## src/rtl/synth_pkg.sv

```systemverilog
// Shared constants for the note synthesiser audio path.
package synth_pkg;

  localparam int HALF_PERIOD_W  = 10;
  localparam int I2S_SLOT_BITS  = 32;
  localparam int I2S_FRAME_BITS = 64;
  localparam int SAMPLE_RATE_HZ = 48000;
  localparam int BCLK_HZ        = 3_072_000;

  localparam int BIT_CNT_W = $clog2(I2S_FRAME_BITS);
  localparam int SLOT_POS_W = $clog2(I2S_SLOT_BITS);

endpackage

```

## src/rtl/i2s_clock_gen.sv

```systemverilog
// I2S bit clock generator: divides clk down to BCLK and tracks the 64-slot frame position.
module i2s_clock_gen
  import synth_pkg::*;
#(
  parameter int CLK_DIV = 1
) (
  input  logic                 clk,
  input  logic                 rst,
  output logic                 bclk,
  output logic [BIT_CNT_W-1:0] bit_cnt_next,
  output logic                 fall_stb,
  output logic                 frame_stb
);

  localparam int DIV_W = (CLK_DIV > 1) ? $clog2(CLK_DIV) : 1;

  logic [DIV_W-1:0]     div_cnt_q, div_cnt_d;
  logic                 bclk_q, bclk_d;
  logic [BIT_CNT_W-1:0] bit_cnt_q, bit_cnt_d;
  logic                 div_wrap;

  // Divider wrap toggles bclk; a wrap while bclk is high is the falling edge that advances the slot.
  always_comb begin
    div_wrap     = (div_cnt_q == DIV_W'(CLK_DIV - 1));
    div_cnt_d    = div_wrap ? '0 : div_cnt_q + DIV_W'(1);
    bclk_d       = div_wrap ? ~bclk_q : bclk_q;
    fall_stb     = div_wrap && bclk_q;
    frame_stb    = fall_stb && (bit_cnt_q == BIT_CNT_W'(I2S_FRAME_BITS - 1));
    bit_cnt_next = bit_cnt_q + BIT_CNT_W'(1);
    bit_cnt_d    = fall_stb ? bit_cnt_next : bit_cnt_q;
  end

  // Divider, bit clock and slot counter registers.
  always_ff @(posedge clk or posedge rst) begin
    if (rst) begin
      div_cnt_q <= '0;
      bclk_q    <= 1'b0;
      bit_cnt_q <= '0;
    end else begin
      div_cnt_q <= div_cnt_d;
      bclk_q    <= bclk_d;
      bit_cnt_q <= bit_cnt_d;
    end
  end

  assign bclk = bclk_q;

endmodule

```

## src/rtl/square_wave_i2s_tx.sv

```systemverilog
// Square-wave oscillator stepped once per 48 kHz frame, serialised as I2S (same word on L and R).
module square_wave_i2s_tx
  import synth_pkg::*;
#(
  parameter int                    CLK_DIV   = 1,
  parameter int                    SAMPLE_W  = 16,
  parameter logic [SAMPLE_W-1:0]   AMPLITUDE = 16'h4000
) (
  input  logic                     clk,
  input  logic                     rst,
  input  logic [HALF_PERIOD_W-1:0] halfPeriodTotal,
  output logic                     bclk,
  output logic                     lrclk,
  output logic                     sdata,
  output logic                     sample_tick
);

  localparam logic [SAMPLE_W-1:0] AMP_NEG = -AMPLITUDE;

  logic [BIT_CNT_W-1:0] bit_cnt_next;
  logic                 fall_stb;
  logic                 frame_stb;

  i2s_clock_gen #(
    .CLK_DIV (CLK_DIV)
  ) u_clock_gen (
    .clk          (clk),
    .rst          (rst),
    .bclk         (bclk),
    .bit_cnt_next (bit_cnt_next),
    .fall_stb     (fall_stb),
    .frame_stb    (frame_stb)
  );

  logic [HALF_PERIOD_W-1:0] hp_q, hp_d;
  logic [HALF_PERIOD_W-1:0] phase_q, phase_d;
  logic [HALF_PERIOD_W:0]   phase_inc;
  logic                     level_q, level_d;
  logic [SAMPLE_W-1:0]      sample_q, sample_d;
  logic                     lrclk_q, lrclk_d;
  logic                     sdata_q, sdata_d;
  logic                     sample_tick_q, sample_tick_d;
  logic [SLOT_POS_W-1:0]    slot_pos;

  // Oscillator step at frame start; the >= compare lets a shrunk half-period toggle immediately.
  always_comb begin
    hp_d          = hp_q;
    phase_d       = phase_q;
    level_d       = level_q;
    sample_d      = sample_q;
    sample_tick_d = frame_stb;
    phase_inc     = {1'b0, phase_q} + (HALF_PERIOD_W + 1)'(1);
    if (frame_stb) begin
      hp_d = halfPeriodTotal;
      if (hp_d == '0) begin
        phase_d  = '0;
        level_d  = 1'b1;
        sample_d = '0;
      end else begin
        if (phase_inc >= {1'b0, hp_d}) begin
          phase_d = '0;
          level_d = ~level_q;
        end else begin
          phase_d = phase_inc[HALF_PERIOD_W-1:0];
        end
        sample_d = level_d ? AMPLITUDE : AMP_NEG;
      end
    end
  end

  // Slot mux: one-bit I2S delay puts the MSB in slot 1 of each half-frame; slot 0 and pads are zero.
  always_comb begin
    lrclk_d  = lrclk_q;
    sdata_d  = sdata_q;
    slot_pos = bit_cnt_next[SLOT_POS_W-1:0];
    if (fall_stb) begin
      lrclk_d = bit_cnt_next[BIT_CNT_W-1];
      sdata_d = 1'b0;
      for (int i = 0; i < SAMPLE_W; i++) begin
        if (slot_pos == SLOT_POS_W'(SAMPLE_W - i)) sdata_d = sample_q[i];
      end
    end
  end

  // Oscillator and serial output registers.
  always_ff @(posedge clk or posedge rst) begin
    if (rst) begin
      hp_q          <= '0;
      phase_q       <= '0;
      level_q       <= 1'b1;
      sample_q      <= '0;
      lrclk_q       <= 1'b0;
      sdata_q       <= 1'b0;
      sample_tick_q <= 1'b0;
    end else begin
      hp_q          <= hp_d;
      phase_q       <= phase_d;
      level_q       <= level_d;
      sample_q      <= sample_d;
      lrclk_q       <= lrclk_d;
      sdata_q       <= sdata_d;
      sample_tick_q <= sample_tick_d;
    end
  end

  assign lrclk       = lrclk_q;
  assign sdata       = sdata_q;
  assign sample_tick = sample_tick_q;

endmodule

```

## config.mk

```make
export PLATFORM = sky130hd
export DESIGN_NAME = square_wave_i2s_tx
export DESIGN_NICKNAME = d
export VERILOG_FILES = /design/src/rtl/synth_pkg.sv /design/src/rtl/i2s_clock_gen.sv /design/src/rtl/square_wave_i2s_tx.sv
export SDC_FILE = /design/constraint.sdc
export NUM_CORES = 1
export LEC_CHECK = 0
export ABC_AREA = 1
export CORE_UTILIZATION = 50
export DETAILED_ROUTE_END_ITERATION = 12
export PLACE_DENSITY_LB_ADDON = 0.15
export SLEW_MARGIN = 20
export SYNTH_ARGS = -nofsm -noshare
export SYNTH_HDL_FRONTEND = slang
export SYNTH_SLANG_ARGS = --single-unit
```

## constraint.sdc

```tcl
create_clock -name clk -period 2.18 [get_ports clk]
set_input_delay 0.436 -clock clk [delete_from_list [all_inputs] [get_ports clk]]
set_output_delay 0.436 -clock clk [all_outputs]
set_load 0.05 [all_outputs]
```

# Yosys cells after proc, flatten, opt, wreduce, memory -nomap -nowiden
# Cells that the tools add are included.
[word_totals]
register_bits = 38
inputBits = 12
output_inout_bits = 4
[op_classes]
add_sub_neg = 3
magnitude_cmp = 1
eq_ne = 17
mux = 25
bitwise_logic = 3
reduce_logical = 3
[ops]
columns = ["operator", "n"]
rows = [
  ["5-bit by 4-bit == test with 1-bit output, second input constant", 8],
  ["16-bit 2-to-1 mux", 2],
  ["1-bit 2-to-1 mux", 21],
  ["5-bit by 3-bit == test with 1-bit output, second input constant", 4],
  ["10-bit 2-to-1 mux", 2],
  ["10-bit by 1-bit adder with 11-bit output, second input constant", 1],
  ["11-bit by 10-bit >= comparator with 1-bit output", 1],
  ["5-bit by 2-bit == test with 1-bit output, second input constant", 2],
  ["10-bit logical NOT", 1],
  ["6-bit by 1-bit adder with 6-bit output, second input constant", 1],
  ["6-bit == test, second input constant", 1],
  ["5-bit by 1-bit == test with 1-bit output, second input constant", 1],
  ["5-bit == test, second input constant", 1],
  ["1-bit inverter", 3],
  ["1-bit logical AND", 2],
  ["1-bit adder, second input constant", 1],
]

# Longest topological paths before layout
# Gate-level depths: netlist of run 1.
[depth]
depth_word = 18
depth_mapped = 18

# Modules after synthesis
# From an unflattened synthesis of run 1, not the netlist that was laid out.
[hier_totals]
hier_cells = 201
area_unflattened_um2 = 1530.2
[by_module_without_submodules]
columns = ["mod", "instances", "cells_each", "area_per_inst_um2", "seq_area_each_um2"]
rows = [
  ["square_wave_i2s_tx", 1, 156, 1166.1, 401.6],
  ["i2s_clock_gen", 1, 45, 364.1, 175.2],
]

# Worst setup path after synthesis of run 1
# OpenSTA, ideal clock, no wires.
[synth_timing]
kind = "register -> register"
startpoint = "register phase_q[0]"
endpoint = "register phase_q[9]"
arrival_ns = 2.049
setup_slack_ns = 0.057
stages_incl_launch_ff = 15
period_less_slack_ns = 2.123
path_cell_list = "dfrtp_1 ha_1 nand3_1 nor2_1 nand2_1 o21bai_1 nand2_1 inv_1 ha_1 and3_1 nor2_1 nand3_4 inv_2 nand2_1 o21ai_2"
[synth_via]
elab_chain_len = 4
[synth_lines]
columns = ["item", "line_no", "rtl"]
rows = [
  ["start: declaration", "square_wave_i2s_tx.sv:36", "logic [HALF_PERIOD_W-1:0] phase_q, phase_d;"],
  ["start signal: assignment", "square_wave_i2s_tx.sv:97", "phase_q <= phase_d;"],
  ["10-bit by 1-bit adder with 11-bit output *", "square_wave_i2s_tx.sv:52", "phase_inc = {1'b0, phase_q} + (HALF_PERIOD_W + 1)'(1);"],
  ["11-bit by 10-bit >= comparator with 1-bit output", "square_wave_i2s_tx.sv:60", "if (phase_inc >= {1'b0, hp_d}) begin"],
  ["10-bit 2-to-1 mux *", "square_wave_i2s_tx.sv:60", ""],
  ["10-bit 2-to-1 mux *", "square_wave_i2s_tx.sv:55", "if (hp_d == '0) begin"],
]
# Every way passes the cells marked *; elsewhere a longest branch is shown, timed or not.
# A chain may end at the register's enable or synchronous reset.

# Worst setup path after layout of run 1
[layout_timing]
startpoint = "register phase_q[1]"
endpoint = "register phase_q[2]"
# The elaborated chain is that of the path after synthesis.

==> flow_metrics.py, run 1 <==
metrics = {
    "layout": {
        "final.fill_count": 183,
        "layout_common_cells": "nand2_1, inv_1, dfrtp_1, buf_4, clkdlybuf4s50_1",
        "fin_nets": 247,
        "diodes": 0,
        "drive_gt1_frac": 0.232,
        "layout_commonest_cell": "nand2_1",
        "area_delta_synth_final_pct": 35.4,
        "design_area_mm2": 0.00193,
    },
    "critical_path": {
        "worstSetupStartpointType": "flop",
        "worst_setup_path_end_kind": "flop",
        "cp_max_fo": 8,
        "crit_path_max_incr_delay_ns": 0.43,
        "slowest_stage": "dfrtp_1",
        "rr_startpoint": "phase_q[1]",
        "reg2reg_to": "phase_q[2]",
        "rr_worst_depth": 13,
        "path_cells": "and3_4 > nand4_1 > nor2_2 > xor2_2 > ha_4 > a21oi_2 > nand2_1 > nor2_1 > buf_4 > nand3_4 > inv_2 > nand2_1 > nand2_1",
        "rrSetupSlack_ns": -0.04,
        "cp.required_ns": 2.43,
        "cp_common_cell": "nand2_1",
        "crit_type": "flop to flop",
        "cp.arrival_ns": 2.48,
    },
    "clock_network": {
        "cts_tree": "yes",
        "path_clk_slew_ns": 0.11,
        "cts_buffers": 3,
        "cts_root_buffer": "clkbuf_4",
        "clkLatencyLatePin_ns": 0.31,
        "cts_sinks": 22,
        "cts_buffer_depth": 2,
        "holdBufCountCts": 0,
        "htreeDepth": 1,
    },
    "global_routing": {
        "use_met2": 0.370,
        "grt_pass1_vias": 1276,
        "grtUsageMet3": 0.0609,
        "track_usage": 0.229,
        "overflow": 0,
        "grt_first_pass_wirelength_um": 5570,
        "grt_use_met1": 0.312,
        "grt_start_max_net_pins": 23,
        "grt_busiest_layer": "met2",
        "antenna_found_initial": 0,
    },
    "yosys": {
        "synthCells": 179,
        "avgSynthCellArea_um2": 7.95,
        "synth_area_mm2": 0.00142,
        "yosysTopAreaCellShare": 0.369,
        "yosysTopAreaCell": "dfrtp_1",
        "synth-seq-cells": 22,
        "synth.distinct_cells": 23,
        "syn-num-nets": 205,
        "post_synth_main_area_contributors": "dfrtp_1, ha_1, nand2_1",
        "seq_area_frac_synth": 0.388,
        "yosysWarnings": 0,
    },
    "timing": {
        "drv_slew": 0,
        "tns_ns": -0.174,
        "hold_viol_final": 0,
        "tightestPinTransition_ns": 0.491,
        "setup_ws_ns": -0.0444,
        "fin_crit_sh": 1.02,
        "min_period_ns": 2.22,
        "setup_viol": 6,
        "finalClockSkew_ns": 0.00557,
        "rsz0062_at_grt": "true",
        "relSlewSlack": 0.672,
        "max_freq_mhz": 450,
    },
    "floorplanning": {
        "rows": 18,
        "start_util": 0.550,
        "io_pins": 16,
        "die_h_um": 55.4,
        "die_w_um": 55.4,
        "coreArea_mm2": 0.00259,
        "dieArea_mm2": 0.00307,
    },
    "placement": {
        "port_buffers": 15,
        "hpwlAfterDp_um": 2380,
        "dpl-instance-area_mm2": 0.00169,
        "gp_congestion": 0.830,
    },
    "power": {
        "peakVddDrop_uv": 457,
        "powerDensity_mw_per_mm2": 337,
        "power_leakage_nw": 1.11,
    },
    "run_status": {
        "violations": "setup timing",
        "status": "finished, violations left",
    },
    "flow_run": {
        "maxCapViolations": 0,
    },
    "drt": {
        "via_count": 1271,
        "routed_wire_length_per_instance_um": 13.1,
        "drt_iter0_drc": 30,
        "wl_um": 3270,
        "drc": 0,
        "drt_first_pass_iters": 4,
        "postRouteAntennaNets": 0,
        "routed_via_density": 5.08,
    },
    "min_path": {
        "hp-class": "input pin to asynchronous set/reset pin",
    },
}
==> sequential cells by signal, summed over array words and instances, names as in the netlist <==
register and cells:
level_q 1, lrclk 1, phase_q 10, sample_q 2
sample_tick 1, sdata 1, u_clock_gen.bclk 1, u_clock_gen.bit_cnt_q 5
==> through the flow <==
step,hold slack [ns],util,setup WS (ns),power (mW),std cells
2_1_floorplan,0.424,-,0.0570,0.438,179
3_3_place_gp,0.468,0.654,-0.165,0.463,235
3_5_place_dp,0.467,0.654,-0.202,0.465,235
4_1_cts,0.448,0.701,-0.0265,0.654,246
5_1_grt,0.485,0.744,-0.177,0.686,250
6_report,0.439,0.744,-0.0444,0.650,250
==> how the worst max path moves through the flow <==
| stage | from | slack [ns] | depth (start not counted) | endpoint |
|---|---|---|---|---|
| 6_report | phase_q[1] | -0.04 | 13 | phase_q[2] |
| 5_1_grt | phase_q[1] | -0.18 | 17 | phase_q[9] |
| 4_1_cts | phase_q[1] | -0.03 | 15 | phase_q[9] |
| 3_5_place_dp | phase_q[2] | -0.20 | 13 | phase_q[9] |
| 3_3_place_gp | phase_q[2] | -0.16 | 13 | phase_q[9] |
| 2_1_floorplan | phase_q[0] | 0.06 | 14 | phase_q[9] |
==> final cells by class <==
| type | count | area [µm²] | area share |
|---|---|---|---|
| well taps | 30 | 37.5 | 0.0195 |
| multi-input cells | 119 | 851 | 0.441 |
| inverters | 38 | 143 | 0.0740 |
| clock buffers | 4 | 26.3 | 0.0136 |
| repair buffers | 37 | 319 | 0.165 |
| flip-flops and latches | 22 | 552 | 0.286 |
==> layer usage <==
metal | share of wire | wire [µm]
met5 | 0 | 0
met1 | 0.46 | 1510
met2 | 0.49 | 1600
met3 | 0.039 | 127
met4 | 0.0098 | 32
==> cell families after synthesis <==
group	after synthesis	synth area share
adder cells (fa/ha/maj)	14	0.123
AND/OR/NAND/NOR	74	0.245
AO/OA/AOI/OAI	22	0.0887
buffers and inverters	38	0.100
flip-flops	22	0.388
XOR/XNOR	9	0.0554
==> critical path, delay by kind of cell, from the launching register on <==
kind / cells / cell delay [ns]
compound gates: 1 / 0.11
xor+xnor: 1 / 0.24
fa+ha+maj: 1 / 0.25
buf+inv: 2 / 0.24
flops: 1 / 0.43
simple gates: 8 / 0.90
==> synthesized netlist by cell type <==
cell	n
nand2_1	43
inv_1	36
dfrtp_1	21
ha_1	14
nor2_1	11
xor2_1	9
nand3_1	7
a21oi_1	6
nand4_1	5
o21ai_0	5
o22ai_1	4
and3_1	3
o21ai_1	3
inv_2	2
o21bai_1	2
a21o_1	1
dfstp_2	1
nand2_4	1
nand3_4	1
nor2_4	1
nor3_1	1
nor3_4	1
o21ai_2	1
==> report_power, final <==
| part | total [mW] | internal, mW | switching, mW |
|---|---|---|---|
| combinational | 0.0532 | 0.0277 | 0.0255 |
| sequential | 0.408 | 0.408 | 0 |
| clock | 0.189 | 0.0715 | 0.118 |
==> repair_timing <==
| action | CTS | global route |
|---|---|---|
| cloned | 0 | 0 |
| buffers inserted | 7 | 4 |
| setup endpoints to repair | 12 | 12 |
| gates resized for setup | 10 | 14 |
| pin swaps | 10 | 17 |
Note: power is estimated with default switching activity, not from simulation.
==> run 2: changes to the inputs <==
--- a/config.mk
+++ b/config.mk
@@ -8,7 +8,9 @@
 export ABC_AREA = 1
 export CORE_UTILIZATION = 50
 export DETAILED_ROUTE_END_ITERATION = 12
+export HOLD_SLACK_MARGIN = 0.1
 export PLACE_DENSITY_LB_ADDON = 0.15
+export REMOVE_ABC_BUFFERS = 1
 export SLEW_MARGIN = 20
 export SYNTH_ARGS = -nofsm -noshare
 export SYNTH_HDL_FRONTEND = slang
==> results of run 2 <==
The final DEF is identical to that of run 1; final timing and power are the same.
==> run 3: changes to the inputs <==
--- a/config.mk
+++ b/config.mk
@@ -6,6 +6,7 @@
 export NUM_CORES = 1
 export LEC_CHECK = 0
 export ABC_AREA = 1
+export ABC_CLOCK_PERIOD_IN_PS = 2180
 export CORE_UTILIZATION = 50
 export DETAILED_ROUTE_END_ITERATION = 12
 export HOLD_SLACK_MARGIN = 0.1
==> results of run 3 <==
The final DEF is identical to that of run 1; final timing and power are the same.
